File: src/rtl/kyber_pmul_sequencer.sv
// Command sequencer for the 4-PE Kyber polynomial multiplier: stages operands, runs
// FNTT/PWM2/INTT on the core and streams the result back. Option: KYBER_SEQ_WATCHDOG_EN.
module kyber_pmul_sequencer #(
  parameter int unsigned PE_NUMBER   = 4,
  parameter int unsigned WORDS       = 64,
  parameter int unsigned DONE_MASK   = 2,
  parameter int unsigned RD_LAT      = 3,
  parameter int unsigned WDOG_CYCLES = 4096
) (
  input  logic                      clk,
  input  logic                      reset,
  input  logic                      cmd_valid,
  output logic                      cmd_ready,
  input  logic                      cmd_mode,
  input  logic                      in_valid,
  output logic                      in_ready,
  input  logic [12*PE_NUMBER-1:0]   in_data,
  output logic                      out_valid,
  input  logic                      out_ready,
  output logic [12*PE_NUMBER-1:0]   out_data,
  output logic                      busy,
  output logic                      err,
  output logic                      load_a_f,
  output logic                      load_a_i,
  output logic                      load_b_f,
  output logic                      load_b_i,
  output logic                      read_a,
  output logic                      read_b,
  output logic                      start_ab,
  output logic                      start_fntt,
  output logic                      start_pwm2,
  output logic                      start_intt,
  output logic [12*PE_NUMBER-1:0]   core_din,
  input  logic [12*PE_NUMBER-1:0]   core_dout,
  input  logic                      core_done
);

  localparam int unsigned DW = 12 * PE_NUMBER;
  localparam int unsigned AW = $clog2(WORDS);
  localparam int unsigned SW = $clog2(WORDS + RD_LAT + DONE_MASK + 2);

  typedef enum logic [3:0] {
    StIdle, StFillA, StPushA, StGapA, StFillB, StPushB, StGapB,
    StFnttA, StFnttB, StPwm2, StIntt, StWait, StRead, StDrain
  } state_e;

  state_e          r_state, w_state_d, r_op;
  logic            r_mode;
  logic [AW-1:0]   r_wr_cnt, r_rd_cnt;
  logic [SW-1:0]   r_step;
  logic [DW-1:0]   r_buf [WORDS];

  logic            w_fill, w_cap, w_buf_we, w_done_ok, w_timeout;
  logic [AW-1:0]   w_push_idx;
  logic            w_load_a_f, w_load_b_f, w_load_b_i, w_read_a;
  logic            w_start_ab, w_start_fntt, w_start_pwm2, w_start_intt;
  logic [DW-1:0]   w_din;

  assign w_fill     = (r_state == StFillA) || (r_state == StFillB);
  assign w_cap      = (r_state == StRead) && (r_step >= SW'(RD_LAT + 1));
  assign w_buf_we   = (w_fill && in_valid) || w_cap;
  assign w_push_idx = AW'(r_step - SW'(1));
  // core_done is only honoured once the mask window after the pulse has elapsed
  assign w_done_ok  = (r_state == StWait) && core_done && (r_step > SW'(DONE_MASK));

`ifdef KYBER_SEQ_WATCHDOG_EN
  logic [12:0] r_wdog;
  logic        r_err;

  assign w_timeout = (r_state == StWait) && !w_done_ok && (r_wdog == 13'(WDOG_CYCLES - 1));

  always_ff @(posedge clk or negedge reset) begin
    if (!reset) begin
      r_wdog <= '0;
      r_err  <= 1'b0;
    end else begin
      r_wdog <= (r_state == StWait) ? r_wdog + 13'd1 : '0;
      if (r_state == StIdle && cmd_valid) r_err <= 1'b0;
      else if (w_timeout)                 r_err <= 1'b1;
    end
  end

  assign err = r_err;
`else
  assign w_timeout = 1'b0;
  assign err       = 1'b0;
`endif

  always_ff @(posedge clk or negedge reset) begin
    if (!reset) r_state <= StIdle;
    else        r_state <= w_state_d;
  end

  always_comb begin
    w_state_d = r_state;
    case (r_state)
      StIdle:  if (cmd_valid) w_state_d = StFillA;
      StFillA: if (in_valid && r_wr_cnt == AW'(WORDS - 1)) w_state_d = StPushA;
      StPushA: if (r_step == SW'(WORDS)) w_state_d = StGapA;
      StGapA:  if (r_step == SW'(1)) w_state_d = StFillB;
      StFillB: if (in_valid && r_wr_cnt == AW'(WORDS - 1)) w_state_d = StPushB;
      StPushB: if (r_step == SW'(WORDS)) w_state_d = StGapB;
      StGapB:  if (r_step == SW'(1)) w_state_d = StFnttA;
      StFnttA, StFnttB, StPwm2, StIntt: w_state_d = StWait;
      StWait: begin
        if (w_done_ok) begin
          case (r_op)
            StFnttA: w_state_d = r_mode ? StPwm2 : StFnttB;
            StFnttB: w_state_d = StPwm2;
            StPwm2:  w_state_d = StIntt;
            default: w_state_d = StRead;
          endcase
        end else if (w_timeout) begin
          w_state_d = StIdle;
        end
      end
      StRead:  if (r_step == SW'(RD_LAT + WORDS)) w_state_d = StDrain;
      StDrain: if (out_ready && r_rd_cnt == AW'(WORDS - 1)) w_state_d = StIdle;
      default: w_state_d = StIdle;
    endcase
  end

  // Core-side values are decoded here and registered below, so each pulse lasts one cycle.
  always_comb begin
    w_load_a_f   = 1'b0;
    w_load_b_f   = 1'b0;
    w_load_b_i   = 1'b0;
    w_read_a     = 1'b0;
    w_start_ab   = 1'b0;
    w_start_fntt = 1'b0;
    w_start_pwm2 = 1'b0;
    w_start_intt = 1'b0;
    w_din        = '0;
    case (r_state)
      StPushA: begin
        if (r_step == '0) w_load_a_f = 1'b1;
        else              w_din      = r_buf[w_push_idx];
      end
      StPushB: begin
        if (r_step == '0) begin
          w_load_b_f = !r_mode;
          w_load_b_i = r_mode;
        end else begin
          w_din = r_buf[w_push_idx];
        end
      end
      StFnttA: w_start_fntt = 1'b1;
      StFnttB: begin
        w_start_fntt = 1'b1;
        w_start_ab   = 1'b1;
      end
      StPwm2:  w_start_pwm2 = 1'b1;
      StIntt:  w_start_intt = 1'b1;
      StRead:  w_read_a     = (r_step == '0);
      default: ;
    endcase
  end

  always_ff @(posedge clk or negedge reset) begin
    if (!reset) begin
      load_a_f   <= 1'b0;
      load_b_f   <= 1'b0;
      load_b_i   <= 1'b0;
      read_a     <= 1'b0;
      start_ab   <= 1'b0;
      start_fntt <= 1'b0;
      start_pwm2 <= 1'b0;
      start_intt <= 1'b0;
      core_din   <= '0;
    end else begin
      load_a_f   <= w_load_a_f;
      load_b_f   <= w_load_b_f;
      load_b_i   <= w_load_b_i;
      read_a     <= w_read_a;
      start_ab   <= w_start_ab;
      start_fntt <= w_start_fntt;
      start_pwm2 <= w_start_pwm2;
      start_intt <= w_start_intt;
      core_din   <= w_din;
    end
  end

  assign load_a_i = 1'b0;
  assign read_b   = 1'b0;

  always_ff @(posedge clk or negedge reset) begin
    if (!reset) begin
      r_mode   <= 1'b0;
      r_op     <= StIdle;
      r_step   <= '0;
      r_wr_cnt <= '0;
      r_rd_cnt <= '0;
    end else begin
      if (r_state == StIdle && cmd_valid) r_mode <= cmd_mode;
      if (r_state == StFnttA || r_state == StFnttB || r_state == StPwm2 || r_state == StIntt) begin
        r_op <= r_state;
      end
      if (w_state_d != r_state) begin
        r_step   <= '0;
        r_wr_cnt <= '0;
        r_rd_cnt <= '0;
      end else begin
        // Step saturates in WAIT once the done mask has expired
        if (r_state != StWait || r_step <= SW'(DONE_MASK)) r_step <= r_step + 1'b1;
        if (w_buf_we) r_wr_cnt <= r_wr_cnt + 1'b1;
        if (r_state == StDrain && out_ready) r_rd_cnt <= r_rd_cnt + 1'b1;
      end
    end
  end

  always_ff @(posedge clk) begin
    if (w_buf_we) r_buf[r_wr_cnt] <= w_fill ? in_data : core_dout;
  end

  assign cmd_ready = (r_state == StIdle);
  assign busy      = (r_state != StIdle);
  assign in_ready  = w_fill;
  assign out_valid = (r_state == StDrain);
  assign out_data  = (r_state == StDrain) ? r_buf[r_rd_cnt] : '0;

endmodule

File: config.mk
export PLATFORM = sky130hd
export DESIGN_NAME = kyber_pmul_sequencer
export DESIGN_NICKNAME = d
export VERILOG_FILES = /design/src/rtl/kyber_pmul_sequencer.sv
export SDC_FILE = /design/constraint.sdc
export NUM_CORES = 2
export LEC_CHECK = 0
export BUFFER_PORTS_ARGS = -buffer_cell sky130_fd_sc_hd__buf_4
export CAP_MARGIN = 10
export CORE_MARGIN = 2
export CORE_UTILIZATION = 30
export DETAILED_ROUTE_END_ITERATION = 8
export PLACE_DENSITY = 0.46
export SYNTH_ARGS = -nofsm -noshare
export SYNTH_HDL_FRONTEND = slang
export SYNTH_SLANG_ARGS = --single-unit
File: constraint.sdc
create_clock -name clk -period 5.8 [get_ports clk]
set_clock_uncertainty 0.2 [all_clocks]
set_input_delay 1.16 -clock clk [delete_from_list [all_inputs] [get_ports clk]]
set_output_delay 1.16 -clock clk [all_outputs]
set_load 0.03 [all_outputs]
=== Yosys cells after proc, flatten, opt, wreduce, memory -nomap -nowiden ===
Memory sizes are Yosys's and may differ from the RTL's.
Index checks and enable logic that the tools add are counted.

* Add/sub/neg operators: 4
* Eq/ne operators: 23
* Reductions and logical operators: 24
* Mux-type cells: 36
* $lt $le $gt $ge: 3

{| class="wikitable"
|+ Operators with widths
! cell !! count
|-
| 48-bit 2-to-1 mux || 4
|-
| 4-bit one-hot mux with 11 select lines || 1
|-
| 4-bit 2-to-1 mux || 10
|-
| 4-bit == test (second input constant) || 8
|-
| 6-bit 2-to-1 mux || 4
|-
| 4-bit by 3-bit == test with 1-bit output (second input constant) || 5
|-
| 7-bit == test (second input constant) || 2
|-
| 1-bit 2-to-1 mux || 14
|-
| 7-bit 2-to-1 mux || 2
|-
| 6-bit by 1-bit adder with 6-bit output (second input constant) || 2
|-
| 6-bit == test (second input constant) || 2
|-
| 3-bit one-hot mux with 3 select lines || 1
|-
| 4-bit by 2-bit == test with 1-bit output (second input constant) || 2
|-
| 1-bit logical AND || 8
|-
| 7-bit by 1-bit adder with 7-bit output (second input constant) || 1
|-
| 7-bit by 1-bit == test with 1-bit output (second input constant) || 1
|-
| 7-bit by 3-bit greater-or-equal comparator with 1-bit output (second input constant) || 1
|-
| 7-bit by 2-bit greater-than comparator with 1-bit output (second input constant) || 1
|-
| 7-bit by 2-bit <= comparator with 1-bit output (second input constant) || 1
|-
| 7-bit zero test || 1
|-
| 1-bit logical OR || 6
|-
| 2-bit nonzero test || 3
|-
| 6-bit by 1-bit subtractor with 6-bit output (second input constant) || 1
|-
| 4-bit by 1-bit == test with 1-bit output (second input constant) || 1
|-
| other kinds (7) || 8
|}

* Input port bits: 103
* Word-level logic and storage cells: 106
* Bits in writable memories: 3,072
* Output and inout port bits: 111
* Register bits after elaboration: 84
* Memories kept: 1

{| class="wikitable"
|+ Memories
! name !! depth !! width !! rd ports !! clocked after memory_dff !! write ports !! RTL line !! text
|-
| r_buf || 64 || 48 || 2 || 0 || 1 || 51 || <nowiki>logic [DW-1:0] r_buf [WORDS];</nowiki>
|}

=== Depth between registers and ports, before layout ===
* Depth after elaboration: 7
* Gate-level depth with buffers: 17

=== Worst setup path before layout ===
OpenSTA, ideal clock, no wires.

* Path kind: input -> register
* Start: input in_valid
* End: memory r_buf[31][0] (netlist bit) (enable)
* Path slack: -435 ps
* Stages on the path: 5
* Arrival time: 5,522 ps
* Buffers on the path: 1
* Setup time: 513 ps
* Path through: or4b_2 clkbuf_1 nand2_1 nand2b_1 nor3_1

* Longest elaborated chain between the ends: 4

{| class="wikitable"
|+ RTL lines
! element !! RTL line !! text
|-
| start: declaration || 15 || <nowiki>input logic in_valid,</nowiki>
|-
| 1-bit logical AND || 61 || <nowiki>assign w_buf_we = (w_fill && in_valid) || w_cap;</nowiki>
|-
| 1-bit logical OR || 61 ||
|-
| 1-bit 2-to-1 mux (2 in a row) || 212 || <nowiki>if (w_buf_we) r_buf[r_wr_cnt] <= w_fill ? in_data : core_dout;</nowiki>
|-
| end: declaration || 51 ||
|}

No other way between the ends.

=== Worst setup path in the final report ===
* Start: register r_rd_cnt[3]
* End: output out_data[35]

* Longest elaborated chain between the ends: 2

{| class="wikitable"
|+ RTL lines
! element !! RTL line !! text
|-
| start: declaration || 49 || <nowiki>logic [AW-1:0] r_wr_cnt, r_rd_cnt;</nowiki>
|-
| start signal: assignment || 206 || <nowiki>if (r_state == StDrain && out_ready) r_rd_cnt <= r_rd_cnt + 1'b1;</nowiki>
|-
| memory read 64 x 48 bit || - ||
|-
| 48-bit 2-to-1 mux || 219 || <nowiki>assign out_data = (r_state == StDrain) ? r_buf[r_rd_cnt] : '0;</nowiki>
|-
| end: declaration || 20 || <nowiki>output logic [12*PE_NUMBER-1:0] out_data,</nowiki>
|}

No other way between the ends.

==> impl_metrics.yaml <==
global_routing:
  grt.total_usage_pct: 23.5
  antenna_found_initial: 31
  overflow: 0
  grt_pass1_wl_um: 786000
  first_global_vias: 85900
  grt_max_degree: 93
die:
  core_um2: 482000
  io_pins: 214
  start_util_pct: 30.1
  die_h_um: 700
  rows: 255
  die_area_um2: 490000
  die_w_um: 700
clock_network:
  clk_pin_slew_ns: 0.06
  cts_sinks: 3156
  clockBufferDepth: 4
  numCtsBuffers: 365
  clk_latency_ns: 0.99
  cts.htree.levels: 5
  cts_tree: "done"
  cts_root_buf: "clkbuf_16"
finish:
  multi_input_area_um2: 49100
  final_cell_area_um2: 171000
  mostFrequentLayoutCell: "edfxtp_1"
  syn_to_final_growth_pct: 17.8
  register_area_um2: 94400
  layout_common_cells: "edfxtp_1 (3072), mux4_2 (1751), nand2_1 (508), buf_4 (491), clkbuf_16 (374)"
  drive_above_1_share_pct: 40.1
  fillers: 44200
  final_net_count: 7604
detailed_routing:
  avgRoutedWirePerCell_um: 41.3
  final_antenna_net_count: 0
  firstDrtPassIters: 6
  vias_per_cell: 6.04
  num_vias: 86000
  drt_wl_total_um: 587000
  remaining_drc_errors: 0
  drt_iter0_markers: 11800
setup_path:
  worstSetupEndpointType: "output pin"
  critical_path_arrival_ns: 4.38
  required_ns: 4.44
  cp_max_fo: 25
  path_class: "register to output pin"
  startpoint_type: "register"
logic_synthesis:
  yosys-top-cells-area: "edfxtp_1 (64%), mux4_2 (27%), dfrtp_1 (1.4%), nand2_1 (1.4%), mux2i_1 (1.1%)"
  synth_top_area_cell: "edfxtp_1"
  netlist-cell-type-count: 74
  syn_area_um2: 145000
  ys_seq_area_share_pct: 65.0
  synth-main-ff-cell: "edfxtp_1"
  synth_edf_count: 3072
  synthCells: 7003
  synth.avg_cell_area_um2: 20.7
  ys_warn_count: 0
  ys_ff_latch: 3156
  synth_top_area_share_pct: 63.5
  async_flop_share_pct: 2.66
sta:
  fin_ws_ns: 0.0637
  setup_viol: 0
  post-route-min-period_ns: 5.74
  slew_viol_final: 0
  fin_tns_setup_ns: 0
  grt_setup_unrepaired: "no"
  fmax_mhz: 174
  slew-limit-headroom_pct: 19.9
  worst_pin_slew_ns: 1.20
  hold_viol_final: 0
  final.period_utilization_pct: 98.9
pwr:
  irDropWorstVdd_v: 0.000477
  p_leak_nw: 52.4
  p_per_area_nw_per_um2: 419
status:
  status: "finished clean"
placed_design:
  place_congestion: 0.794
  place_ws_ns: 0.379
  dpl.hpwl_um: 321000
  placed_area_um2: 159000
  numPortBuffers: 210
job:
  max-cap-violations: 0
min_path:
  hold_path_class: "input port to register"
what timing repair did:
item | in CTS | in global routing
endpoints found under the setup margin | 31 | 6
gates cloned | 0 | 1
endpoints found under the hold margin | 1 | 0
gates resized for setup | 14 | 6
hold buffers | 1 | 0
buffers inserted | 13 | 0
metal layers:
metal	vias up	global-route usage (%)	routed length, µm
li1	31500	-	-
met1	48100	32.0	237000
met2	5537	37.3	276000
met3	874	5.37	54500
met4	8	7.35	19900
met5	-	0	44
cell type report:
cell class	count	share of cell area, %
flip-flops and latches	3156	55.2
multi-input cells	3277	28.7
clock buffers	454	5.72
well taps	6425	4.70
repair buffers	677	4.33
clock inverters	212	1.29
inverters	18	0.0505
diodes	19	0.0278
critical path, stage by stage (launching register included):
cell and delay (ns):
dfrtp_4 0.83, buf_4 0.56, nor2b_2 0.11, buf_12 0.21, a2111oi_0 0.78, nor3_4 0.19, buf_4 0.23, nor2_1 0.19
buf_4 0.21
worst paths after layout:
path,startpoint,to,slack [ns],cells after the start
setup / recovery,r_rd_cnt[3],out_data[35],0.06,8
hold / removal,cmd_mode,r_mode,0.21,2
setup reg to reg,r_step[0],core_din[38],1.24,8
hold reg to reg,r_op[3],r_op[3],0.38,2
max in group asynchronous,reset,r_step[0],3.83,3
min in group asynchronous,reset,core_din[31],0.49,2
state kept, by name (all words and copies together) (netlist names):
register	flops
load_a_f	1
r_buf	3072
r_mode	1
r_state	4
start_ab	1
start_fntt	1
start_intt	1
read_a	1
r_op	4
start_pwm2	1
r_wr_cnt	6
load_b_i	1
load_b_f	1
r_step	7
core_din	48
r_rd_cnt	6
stage by stage:
| stage | cells | power [mW] | hold WS (ns) | util [%] |
|---|---|---|---|---|
| final | 14200 | 71.7 | 0.207 | 35.5 |
| after global routing | 14200 | 73.9 | 0.165 | 35.5 |
| after CTS | 14200 | 72.2 | 0.119 | 35.4 |
| after detailed placement | 13500 | 48.6 | 0.364 | 32.9 |
| after global placement | 13500 | 48.7 | 0.341 | 32.9 |
| after floorplan | 7005 | 40.4 | 0.254 | - |
power breakdown:
part | internal (mW) | switching [mW]
sequential | 25.8 | 0.230
clock | 13.8 | 9.78
combinational | 9.43 | 12.6
cell usage after synthesis (15+ instances only):
cell type  count
a21oi_1       77
a22oi_1       67
a31oi_1       18
buf_1         73
buf_2        193
buf_4         30
clkbuf_1     251
dfrtp_1       84
edfxtp_1    3072
inv_1         15
mux2_2        18
mux2i_1      155
mux4_2      1751
nand2_1      529
nand3_1      141
nand4_1       17
nor2_1       110
nor3_1        21
o2111ai_1     37
o21ai_0       60
o21ai_1       18
o22ai_1       31
xnor2_1       16
cells by family after synthesis:
group	Yosys count	synth area share [%]
buffers and inverters	572	1.76
XOR/XNOR	22	0.133
other	1	0.00258
flip-flops	3156	65.0
AO/OA/AOI/OAI	415	1.96
multiplexers	1924	28.4
adder cells (fa/ha/maj)	6	0.0517
AND/OR/NAND/NOR	907	2.75
Power figures use the tool's default switching activity.
